$ cat config.mk
export PLATFORM = sky130hd
export DESIGN_NAME = seq_serializer
export DESIGN_NICKNAME = d
export VERILOG_FILES = /design/src/rtl/seq_serializer.sv
export SDC_FILE = /design/constraint.sdc
export NUM_CORES = 1
export LEC_CHECK = 0
export BUFFER_PORTS_ARGS = -buffer_cell sky130_fd_sc_hd__buf_2
export CAP_MARGIN = 0
export CELL_PAD_IN_SITES_DETAIL_PLACEMENT = 2
export CELL_PAD_IN_SITES_GLOBAL_PLACEMENT = 2
export CORE_ASPECT_RATIO = 1.2
export CORE_MARGIN = 2
export CORE_UTILIZATION = 33
export CTS_BUF_LIST = sky130_fd_sc_hd__clkbuf_4 sky130_fd_sc_hd__clkbuf_8
export CTS_CLUSTER_DIAMETER = 120
export CTS_CLUSTER_SIZE = 16
export DETAILED_ROUTE_END_ITERATION = 10
export PLACE_DENSITY = 0.82
export SLEW_MARGIN = 20
export SYNTH_ARGS = -nofsm -noshare
export SYNTH_HDL_FRONTEND = slang
export SYNTH_SLANG_ARGS = --single-unit
$ cat constraint.sdc
create_clock -name clk -period 1.6 [get_ports clk]
set_input_delay 0.32 -clock clk [delete_from_list [all_inputs] [get_ports clk]]
set_output_delay 0.32 -clock clk [all_outputs]
set_load 0.01 [all_outputs]
$ cat src/rtl/seq_serializer.sv
// Parallel-to-serial stage feeding the sequence detector input `a`, one word buffered in a holding register.
// Latency: word accepted at edge E0, first bit on `a` after E1, last bit after E(WIDTH); gapless when hold is refilled in time.
// Backpressure: din_ready low from the accept edge until the held word moves into the shift register, and during reset.
module seq_serializer #(
  parameter int WIDTH     = 8,
  parameter bit MSB_FIRST = 1'b1,
  parameter bit IDLE_BIT  = 1'b1
) (
  input  logic             clk,
  input  logic             rst,
  input  logic [WIDTH-1:0] din,
  input  logic             din_valid,
  output logic             din_ready,
  output logic             a,
  output logic             a_valid,
  output logic             word_done,
  output logic             busy
);

  localparam int             CW       = (WIDTH > 1) ? $clog2(WIDTH) : 1;
  localparam logic [CW-1:0]  LAST_IDX = CW'(WIDTH - 1);

  logic [WIDTH-1:0] hold;
  logic             hold_full;
  logic [WIDTH-1:0] sreg;
  logic             active;
  logic [CW-1:0]    cnt;

  logic             accept;
  logic             last_bit;
  logic             load;

  // The last bit of the current word is on `a`; a held word may replace it next edge.
  assign last_bit = active && (cnt == LAST_IDX);
  // Move the held word into the shifter when idle or exactly as the current word ends.
  assign load     = hold_full && (!active || last_bit);
  // Accept and load are mutually exclusive: one needs hold empty, the other hold full.
  assign accept   = din_valid && din_ready;

  // Holding register, shift register and bit counter.
  always_ff @(posedge clk) begin
    if (rst) begin
      hold      <= '0;
      hold_full <= 1'b0;
      sreg      <= '0;
      active    <= 1'b0;
      cnt       <= '0;
    end else begin
      if (accept) begin
        hold      <= din;
        hold_full <= 1'b1;
      end

      if (load) begin
        sreg      <= hold;
        cnt       <= '0;
        active    <= 1'b1;
        hold_full <= 1'b0;
      end else if (active && !last_bit) begin
        cnt  <= cnt + CW'(1);
        sreg <= MSB_FIRST ? {sreg[WIDTH-2:0], 1'b0} : {1'b0, sreg[WIDTH-1:1]};
      end else if (last_bit) begin
        active <= 1'b0;
        cnt    <= '0;
      end
    end
  end

  // Ready depends on rst so nothing is taken on a reset edge; everything else comes from state.
  assign din_ready = !hold_full && !rst;
  assign a         = active ? (MSB_FIRST ? sreg[WIDTH-1] : sreg[0]) : IDLE_BIT;
  assign a_valid   = active;
  assign word_done = last_bit;
  assign busy      = active || hold_full;

endmodule

==> results_tabular.tex, run 1 <==
\begin{tabular}{lr}
\hline
Metric & Value \\
\hline
\multicolumn{2}{l}{\textbf{Power and ir drop}} \\
\quad Net switching share of the total power & a little over a quarter \\
\quad Combinational share of power & 14.4\% \\
\quad Leakage component of the power & 0.4226 nW \\
\quad Cell-internal power & 0.7344 mW \\
\quad Total power & 1.007 mW \\
\quad Part of the power in registers & 57.7\% \\
\quad Cell area power density & roughly 980 nW/um\^{}2 \\
\quad Fraction of power consumed by the clock network & 27.9\% \\
\quad Switching component of the power & between 0.2 and 0.3 mW \\
\quad Worst vdd ir & about 0.57 mV \\
\multicolumn{2}{l}{\textbf{Setup path}} \\
\quad Cell type group with the largest total delay on the critical path & flip-flops \\
\quad Worst Reg-to-Reg Cells & 5 \\
\quad Element type at the critical path start & flop \\
\quad Req. time, crit path & 1280 ps \\
\quad Worst-case register-to-register setup slack & 240 ps \\
\quad Critical path origin & cnt[1] \\
\quad Worst Path Buf+Inv & 1 \\
\quad Crit. End Element & primary output \\
\quad Critical path arrival & 1260 ps \\
\quad CP cell instances & ha\_4, ha\_4, and2\_4, buf\_6 \\
\quad Reg-to-Reg Start & cnt[1] \\
\quad Worst Path Class, Setup & flop to primary output \\
\quad Critical path's largest stage delay & between 300 and 400 ps \\
\quad Library cell contributing the largest single delay on the critical path & sky130\_fd\_sc\_hd\_\_dfxtp\_2 \\
\quad Capturing point of the worst reg2reg path & cnt[0] \\
\quad Maximum fanout encountered on the critical timing path & 3 \\
\quad Crit path top cell by count & sky130\_fd\_sc\_hd\_\_ha\_4 \\
\multicolumn{2}{l}{\textbf{Die}} \\
\quad Vertical die dimension & around 60 um \\
\quad Starting utilization of the core area & 34.24\% \\
\quad IO Count & 16 \\
\quad Die outline width & 50.29 um \\
\quad Die ar. & approximately 3000 sq um \\
\quad CORE AREA & 2477 sq um \\
\quad Row cnt & 20 \\
\multicolumn{2}{l}{\textbf{STA}} \\
\quad Final number of hold-violating endpoints & 0 \\
\quad Setup repair after global routing missed its margin & yes \\
\quad Timing-limited maximum frequency & 634.5 MHz \\
\quad Measured slew at the worst slew-check pin & 443.9 ps \\
\quad Setup Viol. Count Final & 0 \\
\quad Share of the cycle needed by the critical path after routing & 98.50\% \\
\quad Worst clock skew & 3.657 ps \\
\quad Count of pins over their slew limit & 0 \\
\quad Clock period minus final worst setup slack & 1576 ps \\
\quad Remaining max-slew budget at the tightest pin & 70.34\% \\
\quad Setup tns final & 0 ps \\
\quad Setup WS post-layout & 23.95 ps \\
\quad WHS & 235.4 ps \\
\multicolumn{2}{l}{\textbf{Place}} \\
\quad Placer congestion estimate & 0.6603 \\
\quad Post-placement worst setup slack & roughly 97 ps \\
\quad Inst Count DP & 139 \\
\quad Placement-stage cell area & approximately 940 sq um \\
\quad Count of port buffers added during placement & 15 \\
\quad Total half-perimeter wirelength after legalization and detailed placement & roughly 1.4 mm \\
\multicolumn{2}{l}{\textbf{Clock tree}} \\
\quad TritonCTS clock tree & done \\
\quad Hold Buf Count CTS & 0 \\
\quad Clock buffers created by TritonCTS & 3 \\
\quad Number of sinks on the clock net & 21 \\
\quad Total number of H-tree levels & 1 \\
\quad Post-CTS clock slew at the launch and capture registers of the worst setup and hold paths & approximately 110 ps \\
\quad Latest clock arrival within the worst-skew pair & 310 ps \\
\quad Clock Path Buffers & 2 \\
\quad Buffer cell driving the clock tree root & sky130\_fd\_sc\_hd\_\_clkbuf\_4 \\
\multicolumn{2}{l}{\textbf{Logic synthesis}} \\
\quad Most repeated cell in the gate-level netlist after synthesis & sky130\_fd\_sc\_hd\_\_dfxtp\_1 \\
\quad Synthesized-area fraction occupied by adder cells & 2.950\% \\
\quad Cell type with the highest aggregate area in the netlist & sky130\_fd\_sc\_hd\_\_dfxtp\_1 \\
\quad Register bit total from synthesis & 21 \\
\quad Sequential-to-total area share from yosys stat & 49.56\% \\
\quad Most area-consuming cells after synthesis & sky130\_fd\_sc\_hd\_\_dfxtp\_1 (50\%), sky130\_fd\_sc\_hd\_\_mux2i\_1 (11\%), sky130\_fd\_sc\_hd\_\_nand2\_1 (7.1\%), sky130\_fd\_sc\_hd\_\_nor2\_1 (6.6\%), sky130\_fd\_sc\_hd\_\_a211oi\_1 (6.2\%) \\
\quad Share of Yosys cell area claimed by the top area cell type & 49.56\% \\
\quad Count of different cell masters after synthesis & 18 \\
\quad Synthesized-area fraction occupied by ao, oa, aoi and oai cells & 13.27\% \\
\quad Top\_reg\_cell synth & sky130\_fd\_sc\_hd\_\_dfxtp\_1 \\
\quad Avg Synthesized Cell Area & 8.930 sq um \\
\quad Combined area of all synthesized cells & 848.3 sq um \\
\quad Post-synthesis mux area share & approximately a tenth \\
\quad Leading cell types by count after synthesis & sky130\_fd\_sc\_hd\_\_dfxtp\_1 (21), sky130\_fd\_sc\_hd\_\_nand2\_1 (16), sky130\_fd\_sc\_hd\_\_nor2\_1 (15) \\
\quad Largest family of logic cells by synthesized area & simple AND/OR/NAND/NOR gates \\
\quad EDFF count, synth & 0 \\
\quad Number of warnings printed during yosys synthesis & 0 \\
\quad Synth Area in Simple Gates & between 10\% and 20\% \\
\quad Number of standard cells after synthesis & 95 \\
\quad Parity-gate share of the synthesized area counting xor and xnor cells & 0\% \\
\quad Proportion of register bits with asynchronous set or reset after synthesis & 0\% \\
\quad Post-Synthesis Net Count & 108 \\
\multicolumn{2}{l}{\textbf{Detailed routing}} \\
\quad DRC errors left & 0 \\
\quad Detailed Routing Iterations Pass 1 & 4 \\
\quad Mean number of vias per cell & 5.014 \\
\quad Iter 0 DRT Violations & 11 \\
\quad Via count of the routed design & about 730 \\
\quad Wire per inst & approximately 16 um \\
\quad Number of nets with antenna violations after detailed routing & 0 \\
\quad Wirelength, routed & 2.263 mm \\
\multicolumn{2}{l}{\textbf{Run status}} \\
\quad Run status & finished, final reports clean \\
\multicolumn{2}{l}{\textbf{Global route}} \\
\quad Number of global-route vias before repair & 740 \\
\quad First-pass GRT wire length & 3.408 mm \\
\quad Total global routing track utilization & roughly 16\% \\
\quad Antenna violations before repair & 0 \\
\quad Global-route congestion overflow total & 0 \\
\quad Pin count of the biggest net entering global routing & 22 \\
\multicolumn{2}{l}{\textbf{Min path}} \\
\quad Hold EP & hold[7] \\
\quad Worst Hold Depth & 3 \\
\quad Hold/Removal Path Class & input pin to flop \\
\quad Startpoint of the lowest-slack hold path & din[7] \\
\multicolumn{2}{l}{\textbf{Layout}} \\
\quad Diode insertion count for antenna repair & 0 \\
\quad Utilization after layout & 41.46\% \\
\quad Fraction of final layout cells with drive strength greater than 1 & $\sim$26\% \\
\quad Non-filler instance count after layout & between 100 and 150 \\
\quad Area Growth Syn to Fin & 21.09\% \\
\quad Total Nets Final & 126 \\
\quad Final Instance Area & just over 1000 sq um \\
\multicolumn{2}{l}{\textbf{Flow run}} \\
\quad Count of max-cap constraint violations & 0 \\
\hline
\end{tabular}
-- worst max path at each step --
stage | to | slack, ps | depth (start not counted)
2_1_floorplan | sreg[5] | 300 | 6
3_3_place_gp | sreg[7] | 200 | 5
3_5_place_dp | sreg[3] | 100 | 5
4_1_cts | word_done | 1 | 4
5_1_grt | busy | -50 | 3
6_report | word_done | 20 | 4
-- placed cells by master (no fill, tap or decap), drive strengths merged --
cell / netlist / routed
buf: 4 / 19
ha: 2 / 2
a21oi: 9 / 9
nand2: 16 / 16
a22oi: 2 / 2
and2b: 1 / 1
nor2b: 1 / 1
mux2i: 9 / 9
a211oi: 7 / 7
nand2b: 3 / 3
and2: 1 / 1
dfxtp: 21 / 21
clkbuf: 2 / 4
inv: 1 / 1
nor3: 1 / 1
nor2: 15 / 15
-- worst reg2reg max path, cell delays in order (launching register included) --
cell and delay, ps:
sky130_fd_sc_hd__dfxtp_2 360, sky130_fd_sc_hd__ha_4 170, sky130_fd_sc_hd__ha_4 160, sky130_fd_sc_hd__nor2b_1 370, sky130_fd_sc_hd__mux2i_1 130, sky130_fd_sc_hd__nor2_1 120
-- power groups by stage --
stage / logic, mW / clock network [mW] / registers (mW)
3_3_place_gp: 0.130 / 0 / 0.588
4_1_cts: 0.141 / 0.285 / 0.579
5_1_grt: 0.166 / 0.307 / 0.585
3_5_place_dp: 0.137 / 0 / 0.590
2_1_floorplan: 0.0959 / 0 / 0.585
6_report: 0.145 / 0.281 / 0.581
-- registers in the layout, summed over array words and instances, names as in the netlist --
| register | cells |
|---|---|
| hold | 8 |
| sreg | 8 |
| cnt | 3 |
| a_valid | 1 |
| hold_full | 1 |
-- logic make-up (layout without fill, tap and decap cells) --
family,after synthesis,in the layout
AOI/OAI and AO/OA,18,18
adders and majority gates,2,2
buffers and inverters,7,24
DFF,21,21
muxes,9,9
and+or+nand+nor,38,38
-- what timing repair did --
action	in CTS	in global routing
buffers inserted	1	1
resized for setup	3	6
pin swaps	0	1
endpoints found under the setup margin	1	8
-- per-layer routing --
layer  part of all wire, %  track usage, %  vias to the layer above
li1                      -               -                      357
met1                    41           17.97                      357
met2                    54           27.07                        8
met3                   2.4           2.525                        5
met4                   2.3           9.524                        0
met5                     0               0                        -
-- final cells by class --
cell class / instances / area, sq um
fill: 276 / 1450
sequential: 21 / 422.9
multi-input combinational: 67 / 417.9
timing repair buffer: 19 / 111.4
tap: 33 / 41.29
clock buffer: 4 / 30.03
inverter: 1 / 3.754
No activity file was read; power rests on OpenSTA's default activity.
==> inputs of run 2 (changes only) <==
- ABC_AREA: not set -> 1
- CORE_ASPECT_RATIO: 1.2 -> not set
- PLACE_DENSITY: 0.82 -> 0.83
==> run 2 against run 1 <==
Compared with the run above:
- register-to-register slack got worse by 130 ps
- count of clock-buffer cells in the layout did not move
- largest power group unchanged
- synthesized area rose by 13%
- worst hold slack got worse by 7.4 ps
- first-iteration DRC count rose by 55%
- highest routed layer unchanged
- clock power fell by 1%
- utilization fell by 0.68 points
- die area rose by 12%
- sequential share of layout area fell by 3.3 points
- non-clock buffer count rose by 1
- wire length rose by 13%
==> results_tabular.tex, run 2 <==
\begin{tabular}{lr}
\hline
Metric & Value \\
\hline
\multicolumn{2}{l}{\textbf{Layout}} \\
\quad Commonest non-fill, non-tap cell in the layout & sky130\_fd\_sc\_hd\_\_nand3\_1 \\
\quad Filler Cell Count & 327 \\
\quad Area Growth Syn to Fin & 17.36\% \\
\quad Total Nets Final & 155 \\
\quad Area of the multi-input gates & between 400 and 500 sq um \\
\quad Top Registers & hold x8, sreg x8, cnt x3 \\
\quad Fraction of final layout cells with drive strength greater than 1 & 32.62\% \\
\quad Sequential Area & 425.4 sq um \\
\quad Most frequent cells in the layout & sky130\_fd\_sc\_hd\_\_nand3\_1 (36), sky130\_fd\_sc\_hd\_\_nand2\_1 (29), sky130\_fd\_sc\_hd\_\_dfxtp\_1 (17) \\
\quad Diode insertion count for antenna repair & 0 \\
\quad Utilization after layout & 40.79\% \\
\quad Final Instance Area & 1125 sq um \\
\multicolumn{2}{l}{\textbf{Logic synthesis}} \\
\quad Cell type with the highest aggregate area in the netlist & sky130\_fd\_sc\_hd\_\_dfxtp\_1 \\
\quad EDFF count, synth & 0 \\
\quad Post-Synthesis Net Count & roughly 140 \\
\quad Register bit total from synthesis & 21 \\
\quad Sequential-to-total area share from yosys stat & 43.86\% \\
\quad Proportion of register bits with asynchronous set or reset after synthesis & 0\% \\
\quad Combined area of all synthesized cells & 958.4 sq um \\
\quad Count of different cell masters after synthesis & 19 \\
\quad Most area-consuming cells after synthesis & sky130\_fd\_sc\_hd\_\_dfxtp\_1 (44\%), sky130\_fd\_sc\_hd\_\_nand3\_1 (19\%), sky130\_fd\_sc\_hd\_\_nand2\_1 (12\%), sky130\_fd\_sc\_hd\_\_buf\_6 (4.7\%), sky130\_fd\_sc\_hd\_\_inv\_1 (3.1\%) \\
\quad Share of Yosys cell area claimed by the top area cell type & 43.86\% \\
\quad Number of warnings printed during yosys synthesis & 0 \\
\quad Most repeated cell in the gate-level netlist after synthesis & sky130\_fd\_sc\_hd\_\_nand3\_1 \\
\quad Leading cell types by count after synthesis & sky130\_fd\_sc\_hd\_\_nand3\_1 (36), sky130\_fd\_sc\_hd\_\_nand2\_1 (30), sky130\_fd\_sc\_hd\_\_dfxtp\_1 (21) \\
\quad Number of standard cells after synthesis & about 120 \\
\quad Top\_reg\_cell synth & sky130\_fd\_sc\_hd\_\_dfxtp\_1 \\
\quad Avg Synthesized Cell Area & just under 8 sq um \\
\multicolumn{2}{l}{\textbf{Setup path}} \\
\quad Reg-to-Reg Start & cnt[1] \\
\quad Critical path's largest stage delay & 360 ps \\
\quad Worst Reg-to-Reg Cells & 8 \\
\quad Req. time, crit path & 1280 ps \\
\quad Crit. End Element & primary output \\
\quad Library cell contributing the largest single delay on the critical path & sky130\_fd\_sc\_hd\_\_dfxtp\_2 \\
\quad Worst Path Class, Setup & flop to primary output \\
\quad CP cell instances & ha\_4, ha\_4, nand2\_2, inv\_2, buf\_2 \\
\quad Critical path arrival & 1220 ps \\
\quad Critical path origin & cnt[1] \\
\quad Element type at the critical path start & flop \\
\quad Crit path top cell by count & sky130\_fd\_sc\_hd\_\_ha\_4 \\
\quad Maximum fanout encountered on the critical timing path & 2 \\
\multicolumn{2}{l}{\textbf{STA}} \\
\quad WHS & about 230 ps \\
\quad Final number of hold-violating endpoints & 0 \\
\quad Clock period minus final worst setup slack & 1538 ps \\
\quad Setup Viol. Count Final & 0 \\
\quad Timing-limited maximum frequency & 650.2 MHz \\
\quad Share of the cycle needed by the critical path after routing & around 96\% \\
\quad Worst clock skew & 8.300 ps \\
\quad Setup tns final & 0 ps \\
\quad Remaining max-slew budget at the tightest pin & $\sim$80\% \\
\quad Count of pins over their slew limit & 0 \\
\quad Measured slew at the worst slew-check pin & $\sim$300 ps \\
\quad Setup WS post-layout & 62.03 ps \\
\multicolumn{2}{l}{\textbf{Place}} \\
\quad Count of port buffers added during placement & 15 \\
\quad Placer congestion estimate & $\sim$0.65 \\
\quad Placement-stage cell area & roughly 1000 sq um \\
\quad Total half-perimeter wirelength after legalization and detailed placement & 1.883 mm \\
\quad Post-placement worst setup slack & 149.7 ps \\
\multicolumn{2}{l}{\textbf{Clock tree}} \\
\quad Clock Path Buffers & 2 \\
\quad Buffer cell driving the clock tree root & sky130\_fd\_sc\_hd\_\_clkbuf\_4 \\
\quad Clock buffers created by TritonCTS & 3 \\
\quad Total number of H-tree levels & 1 \\
\quad Number of sinks on the clock net & 21 \\
\quad Hold Buf Count CTS & 0 \\
\quad Latest clock arrival within the worst-skew pair & 310 ps \\
\quad Post-CTS clock slew at the launch and capture registers of the worst setup and hold paths & 120 ps \\
\quad TritonCTS clock tree & done \\
\multicolumn{2}{l}{\textbf{Run status}} \\
\quad Run status & finished, final reports clean \\
\multicolumn{2}{l}{\textbf{Global route}} \\
\quad First-pass GRT wire length & 4.464 mm \\
\quad Pin count of the biggest net entering global routing & 17 \\
\quad Total global routing track utilization & approximately 18\% \\
\quad Global-route congestion overflow total & 0 \\
\quad Number of global-route vias before repair & 949 \\
\quad Antenna violations before repair & 0 \\
\multicolumn{2}{l}{\textbf{Detailed routing}} \\
\quad Iter 0 DRT Violations & 17 \\
\quad Wire per inst & 14.86 um \\
\quad Mean number of vias per cell & 5.163 \\
\quad DRC errors left & 0 \\
\quad Detailed Routing Iterations Pass 1 & 6 \\
\quad Via count of the routed design & 888 \\
\quad Number of nets with antenna violations after detailed routing & 0 \\
\quad Wirelength, routed & 2.556 mm \\
\multicolumn{2}{l}{\textbf{Power and ir drop}} \\
\quad Cell area power density & about 900 nW/um\^{}2 \\
\quad Leakage component of the power & around 0.55 nW \\
\quad Worst vdd ir & around 0.50 mV \\
\multicolumn{2}{l}{\textbf{Die}} \\
\quad Die ar. & 3351 sq um \\
\quad CORE AREA & 2758 sq um \\
\quad Row cnt & 19 \\
\quad Vertical die dimension & 57.89 um \\
\quad Die outline width & 57.89 um \\
\quad Starting utilization of the core area & roughly a third \\
\quad IO Count & 16 \\
\multicolumn{2}{l}{\textbf{Flow run}} \\
\quad Count of max-cap constraint violations & 0 \\
\multicolumn{2}{l}{\textbf{Min path}} \\
\quad Worst Hold Depth & 3 \\
\quad Hold/Removal Path Class & input pin to flop \\
\quad Startpoint of the lowest-slack hold path & din[2] \\
\hline
\end{tabular}
-- run 2: worst paths after layout --
| path | to | slack [ps] |
|---|---|---|
| worst max-delay path | word_done | 60 |
| worst min-delay path | hold[2] | 230 |
| worst max register to register | sreg[3] | 110 |
| worst min register to register | hold[2] | 480 |
-- run 2: layout make-up --
cell class                 count  share of cell area, %
tap                           31                  3.448
multi-input combinational     84                  41.94
timing repair buffer          20                  10.01
inverter                      12                  4.116
clock buffer                   4                  2.670
sequential                    21                  37.82
-- run 2: metal layers --
layer	wire (um)	up-vias	GRT usage, %	part of all wire [%]
met4	16	0	6.977	0.63
li1	-	439	-	-
met1	1056	428	21.19	41
met5	0	-	0	0
met2	1390	19	31.49	54
met3	93	2	2.009	3.6
-- run 2: logic make-up after synthesis --
family	after synthesis	share of synthesized area [%]
flip-flops	21	43.86
adder cells (fa/ha/maj)	2	2.611
AND/OR/NAND/NOR	76	39.82
AO/OA/AOI/OAI	6	3.917
buffers and inverters	17	9.790
-- run 2: power by group --
group          total [mW]  switching [mW]  internal [mW]
sequential          0.574          0.0221          0.552
clock               0.277           0.163          0.114
combinational       0.154          0.0958         0.0583
-- run 2: what timing repair did --
| action | in CTS | in global routing |
|---|---|---|
| pin swaps | 0 | 1 |
| cloned | 0 | 0 |
| endpoints found under the setup margin | 2 | 3 |
| buffers inserted | 2 | 0 |
| gates resized for setup | 7 | 4 |
-- run 2: metrics by stage --
stage,total power [mW],cells
final,1.005,172
after global routing,1.071,172
after CTS,1.012,172
after detailed placement,0.7331,166
after global placement,0.7245,166
after floorplan,0.6862,122
-- run 2: worst max-delay path: cells and delay by family (launching register included) --
family / cells / cell delay (ps)
adders and majority gates: 2 / 320
buffers and inverters: 2 / 160
DFF: 1 / 360
and+or+nand+nor: 1 / 60
==> inputs of run 3 (changes only) <==
- CORE_UTILIZATION: 33 -> 29
- PLACE_DENSITY: 0.83 -> 0.78
- SETUP_SLACK_MARGIN: not set -> 0.3
- clock period: 1.6 -> 1.3 ns (I/O delays scaled with it)
==> run 3 against run 2 <==
Compared with the run above:
- the flow now finishes with violations (negative setup slack)
- sequential power grew 23%
- combinational power grew 110%
- count of clock-buffer cells in the layout is the same
- cell count grew 12%
- sequential cell count is the same
- non-clock buffer count grew 6
- register-to-register slack lost 220 ps
- via count grew 4.4%
- worst setup slack lost 230 ps
- critical path depth is the same
- global-route usage grew 1.3 points
- highest routed layer unchanged
==> results_tabular.tex, run 3 (synthesized netlist as in run 2, its figures left out) <==
\begin{tabular}{lr}
\hline
Metric & Value \\
\hline
\multicolumn{2}{l}{\textbf{Run status}} \\
\quad Run status & finished, violations left \\
\quad Failing checks & negative setup slack \\
\multicolumn{2}{l}{\textbf{Flow run}} \\
\quad Count of max-cap constraint violations & 0 \\
\multicolumn{2}{l}{\textbf{Layout}} \\
\quad Non-filler instance count after layout & 192 \\
\quad Fraction of final layout cells with drive strength greater than 1 & 52.03\% \\
\quad Most frequent cells in the layout & sky130\_fd\_sc\_hd\_\_nand2\_1 (26), sky130\_fd\_sc\_hd\_\_nand3\_1 (21), sky130\_fd\_sc\_hd\_\_dfxtp\_1 (17) \\
\quad Utilization after layout & 45.93\% \\
\quad Commonest non-fill, non-tap cell in the layout & sky130\_fd\_sc\_hd\_\_nand2\_1 \\
\quad Top Registers & hold x8, sreg x8, cnt x3 \\
\quad Final Instance Area & between 1000 and 1500 sq um \\
\quad Diode insertion count for antenna repair & 0 \\
\quad Filler Cell Count & 359 \\
\quad Total Nets Final & roughly 160 \\
\quad Area Growth Syn to Fin & 48.69\% \\
\multicolumn{2}{l}{\textbf{Global route}} \\
\quad Met2 track utilization from global routing & 35.04\% \\
\quad Antenna violations before repair & 0 \\
\quad Global Route met1 Usage & 21.25\% \\
\quad Met3 capacity usage during global routing & 2.731\% \\
\quad Total global routing track utilization & 18.79\% \\
\quad Number of global-route vias before repair & 1010 \\
\quad Busiest metal layer after global routing & met2 \\
\quad Pin count of the biggest net entering global routing & 17 \\
\quad Global-route congestion overflow total & 0 \\
\quad First-pass GRT wire length & between 5 and 6 mm \\
\multicolumn{2}{l}{\textbf{Place}} \\
\quad Placer congestion estimate & between 0.7 and 0.8 \\
\quad Post-placement worst setup slack & -48.22 ps \\
\quad Placement-stage cell area & 1111 sq um \\
\quad Inst Count DP & 179 \\
\quad Total half-perimeter wirelength after legalization and detailed placement & between 1.5 and 2 mm \\
\quad Count of port buffers added during placement & 15 \\
\multicolumn{2}{l}{\textbf{Detailed routing}} \\
\quad DRC errors left & 0 \\
\quad Via count of the routed design & a little over 900 \\
\quad Detailed Routing Iterations Pass 1 & 4 \\
\quad Mean number of vias per cell & about 4.8 \\
\quad Number of nets with antenna violations after detailed routing & 0 \\
\quad Iter 0 DRT Violations & 17 \\
\quad Wirelength, routed & between 3 and 4 mm \\
\quad Wire per inst & between 15 and 20 um \\
\multicolumn{2}{l}{\textbf{STA}} \\
\quad Measured slew at the worst slew-check pin & 401.1 ps \\
\quad Setup repair after global routing missed its margin & yes \\
\quad Setup Viol. Count Final & 15 \\
\quad Remaining max-slew budget at the tightest pin & between 70\% and 80\% \\
\quad Setup WS post-layout & -171.5 ps \\
\quad Worst clock skew & 4.278 ps \\
\quad Setup tns final & -1256 ps \\
\quad Share of the cycle needed by the critical path after routing & 113.2\% \\
\quad Final number of hold-violating endpoints & 0 \\
\quad Timing-limited maximum frequency & 679.6 MHz \\
\quad Clock period minus final worst setup slack & 1472 ps \\
\quad WHS & $\sim$160 ps \\
\quad Count of pins over their slew limit & 0 \\
\multicolumn{2}{l}{\textbf{Power and ir drop}} \\
\quad Total power & roughly 1.4 mW \\
\quad Combinational share of power & 22.9\% \\
\quad Cell-internal power & 0.9561 mW \\
\quad Switching component of the power & $\sim$0.42 mW \\
\quad Leakage component of the power & 0.6317 nW \\
\quad Worst vdd ir & 0.4005 mV \\
\quad Cell area power density & 967.9 nW/um\^{}2 \\
\quad Net switching share of the total power & 30.69\% \\
\quad Part of the power in registers & around half \\
\quad Fraction of power consumed by the clock network & 25.7\% \\
\multicolumn{2}{l}{\textbf{Setup path}} \\
\quad Maximum fanout encountered on the critical timing path & 3 \\
\quad Worst Path Class, Setup & flop to primary output \\
\quad Req. time, crit path & 1040 ps \\
\quad Element type at the critical path start & flop \\
\quad Critical path arrival & 1210 ps \\
\quad Crit. End Element & primary output \\
\multicolumn{2}{l}{\textbf{Die}} \\
\quad IO Count & 16 \\
\quad Starting utilization of the core area & 30.89\% \\
\quad Die ar. & $\sim$3800 sq um \\
\quad Row cnt & 20 \\
\quad Die outline width & 61.49 um \\
\quad CORE AREA & approximately 3100 sq um \\
\quad Vertical die dimension & 61.49 um \\
\multicolumn{2}{l}{\textbf{Clock tree}} \\
\quad Latest clock arrival within the worst-skew pair & 310 ps \\
\quad Clock Path Buffers & 2 \\
\quad Total number of H-tree levels & 1 \\
\quad Number of sinks on the clock net & 21 \\
\quad Clock buffers created by TritonCTS & 3 \\
\quad TritonCTS clock tree & done \\
\quad Buffer cell driving the clock tree root & sky130\_fd\_sc\_hd\_\_clkbuf\_4 \\
\quad Post-CTS clock slew at the launch and capture registers of the worst setup and hold paths & 120 ps \\
\multicolumn{2}{l}{\textbf{Min path}} \\
\quad Hold/Removal Path Class & input pin to flop \\
\hline
\end{tabular}
## run 3: cell count changes in the layout (fill, tap and decap cells not counted), moves of 2 or more
cell / before / now
sky130_fd_sc_hd__buf_12: 0 / 2
sky130_fd_sc_hd__nand2_2: 2 / 4
sky130_fd_sc_hd__buf_8: 0 / 2
sky130_fd_sc_hd__dfxtp_4: 0 / 3
sky130_fd_sc_hd__buf_2: 15 / 12
sky130_fd_sc_hd__nand2_1: 29 / 26
sky130_fd_sc_hd__nand3_2: 2 / 16
sky130_fd_sc_hd__dfxtp_2: 4 / 1
sky130_fd_sc_hd__nand2_8: 0 / 3
sky130_fd_sc_hd__buf_6: 0 / 4
sky130_fd_sc_hd__a21oi_1: 4 / 0
sky130_fd_sc_hd__a21oi_2: 1 / 5
sky130_fd_sc_hd__nand3_1: 36 / 21
## run 3: final timing paths
kind / slack (ps) / depth (start not counted) / endpoint / from
worst min register to register: 480 / 2 / hold[4] / hold[4]
worst min-delay path: 160 / 3 / hold[2] / din[2]
worst max register to register: -110 / 9 / sreg[4] / cnt[0]
worst max-delay path: -170 / 5 / word_done / cnt[0]
## run 3: layer usage
metal,part of all wire [%],wire (um)
met3,2.4,77
met5,0,0
met2,58,1885
met1,39,1276
met4,0.64,21
## run 3: critical path: stages, from the launching register on
cell                      delay [ps]
sky130_fd_sc_hd__dfxtp_4         380
sky130_fd_sc_hd__ha_4            160
sky130_fd_sc_hd__ha_4            160
sky130_fd_sc_hd__nand2_2          60
sky130_fd_sc_hd__inv_2            30
sky130_fd_sc_hd__buf_6           100
## run 3: area by class of cell
cell class                 count  area, sq um  share of cell area (%)
sequential                    21        432.9                   30.38
multi-input combinational     85        631.9                   44.34
tap                           44        55.05                   3.863
timing repair buffer          26        220.2                   15.45
clock buffer                   4        30.03                   2.107
inverter                      12        55.05                   3.863
## run 3: what timing repair did
| action | CTS | global route |
|---|---|---|
| buffers inserted | 7 | 1 |
| endpoints found under the hold margin | 0 | 0 |
| gates resized for setup | 26 | 17 |
| pin swaps | 9 | 2 |
| hold buffers | 0 | 0 |
| cloned | 0 | 1 |
| endpoints found under the setup margin | 26 | 26 |
## run 3: power by group through the flow
| stage | sequential [mW] | clock [mW] | combinational, mW |
|---|---|---|---|
| global route | 0.713 | 0.394 | 0.343 |
| floorplan | 0.713 | 0 | 0.141 |
| global placement | 0.717 | 0 | 0.189 |
| finish | 0.708 | 0.355 | 0.317 |
| detailed placement | 0.718 | 0 | 0.201 |
| CTS | 0.708 | 0.375 | 0.275 |
